===== config.mk =====
export PLATFORM = sky130hd
export DESIGN_NAME = seg7_mux_ctrl
export DESIGN_NICKNAME = d
export VERILOG_FILES = /design/src/rtl/seg7_pkg.sv /design/src/rtl/seg7_slot_timer.sv /design/src/rtl/seg7_mux_ctrl.sv
export SDC_FILE = /design/constraint.sdc
export NUM_CORES = 1
export LEC_CHECK = 0
export CAP_MARGIN = 20
export CORE_ASPECT_RATIO = 0.6
export CORE_MARGIN = 8
export CORE_UTILIZATION = 59
export DETAILED_ROUTE_END_ITERATION = 10
export HOLD_SLACK_MARGIN = 0.02
export MAX_ROUTING_LAYER = met4
export PLACE_DENSITY = 0.85
export SYNTH_ARGS = -nofsm -noshare
export SYNTH_HDL_FRONTEND = slang
export SYNTH_SLANG_ARGS = --single-unit

===== constraint.sdc =====
create_clock -name clk -period 11.6 [get_ports clk]
set_input_delay 1.74 -clock clk [delete_from_list [all_inputs] [get_ports clk]]
set_output_delay 1.74 -clock clk [all_outputs]
set_load 0.005 [all_outputs]

===== src/rtl/seg7_pkg.sv =====
// Shared definitions for the multiplexed 7-segment display path.
//   SEG7_HEX     : active-low {g,f,e,d,c,b,a} patterns for hex digits 0-F
//   seg7_decode  : nibble -> active-low segment pattern
//   idx_width    : $clog2(n) clamped to at least 1, for counter/index widths
package seg7_pkg;

    localparam logic [6:0] SEG7_HEX [16] = '{
        7'b1000000, 7'b1111001, 7'b0100100, 7'b0110000,  // 0 1 2 3
        7'b0011001, 7'b0010010, 7'b0000010, 7'b1111000,  // 4 5 6 7
        7'b0000000, 7'b0010000, 7'b0001000, 7'b0000011,  // 8 9 A b
        7'b1000110, 7'b0100001, 7'b0000110, 7'b0001110   // C d E F
    };

    function automatic logic [6:0] seg7_decode(input logic [3:0] nib);
        return SEG7_HEX[nib];
    endfunction

    // A one-entry range still needs a one-bit register.
    function automatic int idx_width(input int n);
        return (n <= 1) ? 1 : $clog2(n);
    endfunction

endpackage


===== src/rtl/seg7_slot_timer.sv =====
// Slot and digit counters for the display scan.
//   clk, reset_n : system clock, synchronous active-low reset
//   slot         : position s inside the current digit slot, 0..REFRESH_DIV-1
//   digit_idx    : digit i being scanned, 0..N_DIGITS-1
//   frame_start  : high in the last cycle of a frame, i.e. the next edge
//                  enters (i=0, s=0)
module seg7_slot_timer
    import seg7_pkg::*;
#(
    parameter  int REFRESH_DIV = 10000,
    parameter  int N_DIGITS    = 8,
    localparam int S_W         = idx_width(REFRESH_DIV),
    localparam int I_W         = idx_width(N_DIGITS)
) (
    input  logic           clk,
    input  logic           reset_n,
    output logic [S_W-1:0] slot,
    output logic [I_W-1:0] digit_idx,
    output logic           frame_start
);

    logic [S_W-1:0] s_q, s_d;
    logic [I_W-1:0] i_q, i_d;

    // NOTE: every signal written here gets a default first, so no path leaves
    // a value unassigned and no latch is inferred.
    always_comb begin
        s_d         = s_q + 1'b1;
        i_d         = i_q;
        frame_start = 1'b0;
        if (s_q == S_W'(REFRESH_DIV - 1)) begin
            s_d = '0;
            if (i_q == I_W'(N_DIGITS - 1)) begin
                i_d         = '0;
                frame_start = 1'b1;
            end else begin
                i_d = i_q + 1'b1;
            end
        end
    end

    // NOTE: state registers use non-blocking assignments so every flop samples
    // the pre-edge values regardless of statement order.
    always_ff @(posedge clk) begin
        if (!reset_n) begin
            s_q <= '0;
            i_q <= '0;
        end else begin
            s_q <= s_d;
            i_q <= i_d;
        end
    end

    assign slot      = s_q;
    assign digit_idx = i_q;

endmodule


===== src/rtl/seg7_mux_ctrl.sv =====
// Time-multiplexed common-anode 7-segment controller.
//   clk, reset_n     : system clock, synchronous active-low reset
//   digits           : nibble i drives digit i (digit 0 rightmost)
//   dp_mask          : 1 = decimal point on for that digit
//   blank_mask       : 1 = digit forced dark
//   blink_mask       : 1 = digit blinks while blink_en is set
//   blink_en, lz_en  : global blink and leading-zero suppression enables
//   brightness       : lit-window length code, 0 dimmest
//   anodes           : active-low digit enables
//   cathodes, dp     : active-low segments {g,f,e,d,c,b,a} and decimal point
//   frame_tick       : one-cycle pulse in the first cycle of each frame
// All inputs are captured once per frame so the picture never tears.
module seg7_mux_ctrl
    import seg7_pkg::*;
#(
    parameter int N_DIGITS     = 8,
    parameter int REFRESH_DIV  = 10000,
    parameter int BRIGHT_W     = 4,
    parameter int BLINK_FRAMES = 250
) (
    input  logic                  clk,
    input  logic                  reset_n,
    input  logic [4*N_DIGITS-1:0] digits,
    input  logic [N_DIGITS-1:0]   dp_mask,
    input  logic [N_DIGITS-1:0]   blank_mask,
    input  logic [N_DIGITS-1:0]   blink_mask,
    input  logic                  blink_en,
    input  logic                  lz_en,
    input  logic [BRIGHT_W-1:0]   brightness,
    output logic [N_DIGITS-1:0]   anodes,
    output logic [6:0]            cathodes,
    output logic                  dp,
    output logic                  frame_tick
);

    localparam int S_W     = idx_width(REFRESH_DIV);
    localparam int I_W     = idx_width(N_DIGITS);
    localparam int BLINK_W = idx_width(BLINK_FRAMES);
    localparam int STEP    = REFRESH_DIV >> BRIGHT_W;

    logic [S_W-1:0] slot;
    logic [I_W-1:0] digit_idx;
    logic           frame_start;

    seg7_slot_timer #(
        .REFRESH_DIV (REFRESH_DIV),
        .N_DIGITS    (N_DIGITS)
    ) u_timer (
        .clk         (clk),
        .reset_n     (reset_n),
        .slot        (slot),
        .digit_idx   (digit_idx),
        .frame_start (frame_start)
    );

    // Frame snapshot
    logic [4*N_DIGITS-1:0] snap_digits_q, snap_digits_d;
    logic [N_DIGITS-1:0]   snap_dp_q, snap_dp_d;
    logic [N_DIGITS-1:0]   snap_blank_q, snap_blank_d;
    logic [N_DIGITS-1:0]   snap_blink_mask_q, snap_blink_mask_d;
    logic                  snap_blink_en_q, snap_blink_en_d;
    logic                  snap_lz_q, snap_lz_d;
    logic [BRIGHT_W-1:0]   snap_bright_q, snap_bright_d;

    // Blink phase: toggles on every BLINK_FRAMES-th frame start.
    logic [BLINK_W-1:0]    blink_cnt_q, blink_cnt_d;
    logic                  phase_q, phase_d;

    // Output registers
    logic [N_DIGITS-1:0]   anodes_q, anodes_d;
    logic [6:0]            cathodes_q, cathodes_d;
    logic                  dp_q, dp_d;
    logic                  frame_tick_q, frame_tick_d;

    always_comb begin
        snap_digits_d     = snap_digits_q;
        snap_dp_d         = snap_dp_q;
        snap_blank_d      = snap_blank_q;
        snap_blink_mask_d = snap_blink_mask_q;
        snap_blink_en_d   = snap_blink_en_q;
        snap_lz_d         = snap_lz_q;
        snap_bright_d     = snap_bright_q;
        blink_cnt_d       = blink_cnt_q;
        phase_d           = phase_q;
        if (frame_start) begin
            snap_digits_d     = digits;
            snap_dp_d         = dp_mask;
            snap_blank_d      = blank_mask;
            snap_blink_mask_d = blink_mask;
            snap_blink_en_d   = blink_en;
            snap_lz_d         = lz_en;
            snap_bright_d     = brightness;
            if (blink_cnt_q == BLINK_W'(BLINK_FRAMES - 1)) begin
                blink_cnt_d = '0;
                phase_d     = ~phase_q;
            end else begin
                blink_cnt_d = blink_cnt_q + 1'b1;
            end
        end
    end

    // Leading-zero suppression: walk down from the leftmost digit and keep
    // suppressing until the first nonzero nibble. Digit 0 is never touched.
    logic [N_DIGITS-1:0] supp;
    logic                seen_nz;

    always_comb begin
        supp    = '0;
        seen_nz = 1'b0;
        for (int k = N_DIGITS - 1; k >= 1; k--) begin
            if (snap_digits_q[4*k +: 4] != 4'h0) begin
                seen_nz = 1'b1;
            end
            supp[k] = snap_lz_q && !seen_nz;
        end
    end

    // Lit window: s=0 is the dark guard slot that stops ghosting between
    // digits; the window ends at (brightness+1)*STEP, which is REFRESH_DIV at
    // full brightness.
    logic [3:0]     cur_nib;
    logic           cur_dp;
    logic           cur_vis;
    logic [S_W:0]   lit_limit;
    logic           lit;

    always_comb begin
        cur_nib = 4'h0;
        cur_dp  = 1'b0;
        cur_vis = 1'b0;
        for (int k = 0; k < N_DIGITS; k++) begin
            if (digit_idx == I_W'(k)) begin
                cur_nib = snap_digits_q[4*k +: 4];
                cur_dp  = snap_dp_q[k];
                cur_vis = !snap_blank_q[k]
                          && !(snap_blink_en_q && snap_blink_mask_q[k] && phase_q)
                          && !supp[k];
            end
        end
        lit_limit = (S_W + 1)'((int'(snap_bright_q) + 1) * STEP);
        lit       = cur_vis && (slot != '0) && ({1'b0, slot} < lit_limit);

        anodes_d = '1;
        for (int k = 0; k < N_DIGITS; k++) begin
            if (lit && digit_idx == I_W'(k)) begin
                anodes_d[k] = 1'b0;
            end
        end
        cathodes_d   = lit ? seg7_decode(cur_nib) : 7'h7F;
        dp_d         = lit ? ~cur_dp : 1'b1;
        frame_tick_d = frame_start;
    end

    // NOTE: the snapshot is reset along with the control state because the
    // reset value (all digits blanked) is what keeps frame 0 dark.
    always_ff @(posedge clk) begin
        if (!reset_n) begin
            snap_digits_q     <= '0;
            snap_dp_q         <= '0;
            snap_blank_q      <= '1;
            snap_blink_mask_q <= '0;
            snap_blink_en_q   <= 1'b0;
            snap_lz_q         <= 1'b0;
            snap_bright_q     <= '0;
            blink_cnt_q       <= '0;
            phase_q           <= 1'b0;
            anodes_q          <= '1;
            cathodes_q        <= 7'h7F;
            dp_q              <= 1'b1;
            frame_tick_q      <= 1'b0;
        end else begin
            snap_digits_q     <= snap_digits_d;
            snap_dp_q         <= snap_dp_d;
            snap_blank_q      <= snap_blank_d;
            snap_blink_mask_q <= snap_blink_mask_d;
            snap_blink_en_q   <= snap_blink_en_d;
            snap_lz_q         <= snap_lz_d;
            snap_bright_q     <= snap_bright_d;
            blink_cnt_q       <= blink_cnt_d;
            phase_q           <= phase_d;
            anodes_q          <= anodes_d;
            cathodes_q        <= cathodes_d;
            dp_q              <= dp_d;
            frame_tick_q      <= frame_tick_d;
        end
    end

    assign anodes     = anodes_q;
    assign cathodes   = cathodes_q;
    assign dp         = dp_q;
    assign frame_tick = frame_tick_q;

endmodule


==> metrics.md <==
| Metric | Value |
|---|---|
| Synth Cell Area | `0.00570 sq mm` |
| Logic pwr share | `about 4.8%` |
| Post-synth EDFFs | `0` |
| WS Path Type | `flop to flop` |
| Largest net degree at the start of global routing | `63` |
| PD cells | `between 100 and 150 mW/mm^2` |
| Global-route wire length before repair | `approximately 26000 um` |
| Power share of the clock group | `43.4%` |
| Total track usage | `24.9%` |
| Post-Route WL | `between 15000 and 20000 um` |
| Slew headroom | `between 30% and 40%` |
| Clk Tree Root Cell | `clkbuf_16` |
| Outcome | `completed` |
| Critical Path Source Type | `flop` |
| Share of the core filled with cells | `73.9%` |
| Period utilisation layout | `46.8%` |
| Fillers | `approximately 690` |
| Initial antenna violation count | `0` |
| DIE HEIGHT | `92.2 um` |
| Sequential power share | `51.9%` |
| Worst Hold Class | `flop to flop` |
| Initial DRT Pass Iterations | `6` |
| Largest fanout on the critical path | `10` |
| I/O pin cnt | `81` |
| Period minus WS final | `5.43 ns` |
| FP Rows | `27` |
| Worst EP arrival | `5.63 ns` |
| Hold slack final | `0.463 ns` |
| Synth Instances | `716` |
| Cell taking the most area after synthesis | `dfxtp_1` |
| CTS tree | `done` |
| Final net count | `between 800 and 900` |
| Async S/R FF share, synth | `0%` |
| Clk sinks | `105` |
| Required time worst endpoint | `11.80 ns` |
| Post-CTS Setup Inserts | `0` |
| Total CTS buffers | `9` |
| #FFs+latches synth | `~110` |
| Syn avg cell area | `7.97 sq um` |
| Synth area leaders | `dfxtp_1 (37%), ha_1 (12%), nand2_1 (11%)` |
| Fin. max-slew vios | `0` |
| Synthesis warning total | `0` |
| Crit. End Element | `flop` |
| Ys flop type | `dfxtp_1` |
| Sequential area share after synthesis | `36.9%` |
| Residual DRC | `0` |
| Crit-path max cell delay | `between 0.4 and 0.5 ns` |
| Via density | `5.83` |
| Critical-path top delay cell | `dfxtp_1` |
| CP most frequent cell | `ha_1` |
| GPL Wtd Cong | `between 0.9 and 1` |
| Psw | `around 0.00016 W` |
| Core Box Area | `0.00929 sq mm` |
| Grt ovf | `0` |
| Routed len/inst | `between 15 and 20 um` |
| Int Pwr | `0.000540 W` |
| Hold_buf cts | `0` |
| Final hold vios | `0` |
| Iteration-0 DRC Markers | `roughly 470` |
| Area growth syn-to-layout | `20.3%` |
| Leak | `2.69 nW` |
| Maximum clock frequency | `0.184 GHz` |
| Syn nets | `around 840` |
| Share of cells above drive strength 1 | `4.49%` |
| Worst Max-Slew Pin Slew | `0.994 ns` |
| Die X | `143 um` |
| Post-route ant nets | `0` |
| Max-cap violations | `0` |
| RSZ-0062 raised after global routing | `false` |
| CTS Buffer Depth | `2` |
| H-tree Lvls | `3` |
| IO buf count | `80` |
| Crit-path cells | `nand3_1, xnor2_1, inv_1, fa_1, ha_1, ha_1, ha_1, o21ai_0, nand2b_1, a21o_1, a21o_1, a21boi_0, xnor2_1, ha_1, a21oi_1, and3b_1, o211a_1, o311a_1, nor2b_2, o221ai_1` |
| Clock transition at the registers of the reported paths | `0.07 ns` |
| Final setup vio count | `0` |
| Vias in the first global route | `5121` |
| Most frequent cells in the layout | `nand2_1 (161), dfxtp_1 (105), a21oi_1 (89)` |
| Commonest non-fill, non-tap cell in the layout | `nand2_1` |
| Antenna diode count | `0` |
| Initial Util | `61.4%` |
| Full die area | `~0.013 sq mm` |
| Netlist cell types | `59` |
| Area share of the largest cell type after synthesis | `a little under two fifths` |
| Maximum VDD drop | `~0.000078 V` |
| DP Wirelength | `11400 um` |
| Total number of vias | `roughly 5300` |
| Setup_tns | `0 ns` |
| Insertion delay to the later sink of the worst-skew pair | `roughly 0.35 ns` |
| Net Sw Frac | `22.7%` |
| Max Clock Skew | `0.00850 ns` |
| Post_cts resized | `0` |
==> cells by family (layout without fill, tap and decap cells) <==
kind of cell	after synthesis	after routing	share of synthesized area [%]
multiplexers	5	5	0.943
AND/OR/NAND/NOR	296	296	23.8
adder cells (fa/ha/maj)	57	57	13.0
flip-flops	105	105	36.9
buffers and inverters	69	133	4.78
AO/OA/AOI/OAI	155	155	16.2
XOR/XNOR	29	29	4.45
==> worst max-delay path, delay by kind of cell (launching register included) <==
kind	cells	cell delay [ns]
adders and majority gates	5	1.73
DFF	1	0.49
buffers and inverters	1	0.21
xor gates and xnor gates	2	0.51
AOI/OAI and AO/OA	8	1.44
and+or+nand+nor	4	0.90
==> per-stage QoR <==
step                setup slack [ns]  instances  area (sq um)  total power (W)
finish                          6.17        910          6860         0.000698
global route                    5.72        910          6860         0.000717
CTS                             6.19        909          6840         0.000699
detailed placement              6.23        893          6550         0.000403
global placement                6.38        893          6550         0.000402
floorplan                       6.96        716          5700         0.000379
==> cell usage after synthesis (5+ instances only) <==
cell      instances
a21oi_1          89
inv_1            31
a31oi_1           5
or4_1             6
and3_1            8
ha_1             53
nor3_1            7
nor2_1           44
nand4_1          10
xnor2_1          12
and2_1            5
buf_2             5
clkbuf_1         28
dfxtp_1         105
a211oi_1          6
nand2_1         162
xor2_1           17
o21ai_0          17
nand3_1          24
a221oi_1          5
==> registers in the layout (all words and copies together), names as in the netlist <==
signal,flops
snap_bright_q,4
dp,1
snap_blink_en_q,1
u_timer.digit_idx,3
u_timer.slot,14
phase_q,1
snap_digits_q,32
snap_dp_q,8
anodes,8
snap_blank_q,8
snap_lz_q,1
cathodes,7
frame_tick,1
blink_cnt_q,8
snap_blink_mask_q,8
==> cell type report <==
class,count,area (sq um),area share [%]
tap,130,163,2.37
sequential,105,2100,30.6
clock buffer,10,239,3.48
clock inverter,6,55.1,0.802
inverter,34,128,1.86
multi-input combinational,542,3340,48.7
timing repair buffer,83,836,12.2
==> power groups by stage <==
| stage | Clock (W) | Combinational (W) | Sequential [W] |
|---|---|---|---|
| 6_report | 0.000303 | 0.0000332 | 0.000362 |
| 2_1_floorplan | 0 | 0.00000862 | 0.000370 |
| 5_1_grt | 0.000319 | 0.0000357 | 0.000362 |
| 3_5_place_dp | 0 | 0.0000319 | 0.000371 |
| 3_3_place_gp | 0 | 0.0000313 | 0.000371 |
| 4_1_cts | 0.000305 | 0.0000323 | 0.000362 |
==> path summary, 6_finish.rpt <==
kind                          from  cells past startpoint  slack, ns            to
setup / recovery  snap_bright_q[0]                     20       6.17   cathodes[5]
hold / removal        snap_dp_q[0]                      2       0.46  snap_dp_q[0]
setup reg to reg  snap_bright_q[0]                     20       6.17   cathodes[5]
hold reg to reg       snap_dp_q[0]                      2       0.46  snap_dp_q[0]
==> layer usage <==
metal	up-vias	track usage, %	share of wire [%]
met5	-	-	0
met4	0	6.86	1.4
met3	32	5.95	9.2
met2	273	34.6	41
met1	2433	34.8	49
li1	2570	-	-
Note: power is estimated with default switching activity, not from simulation.
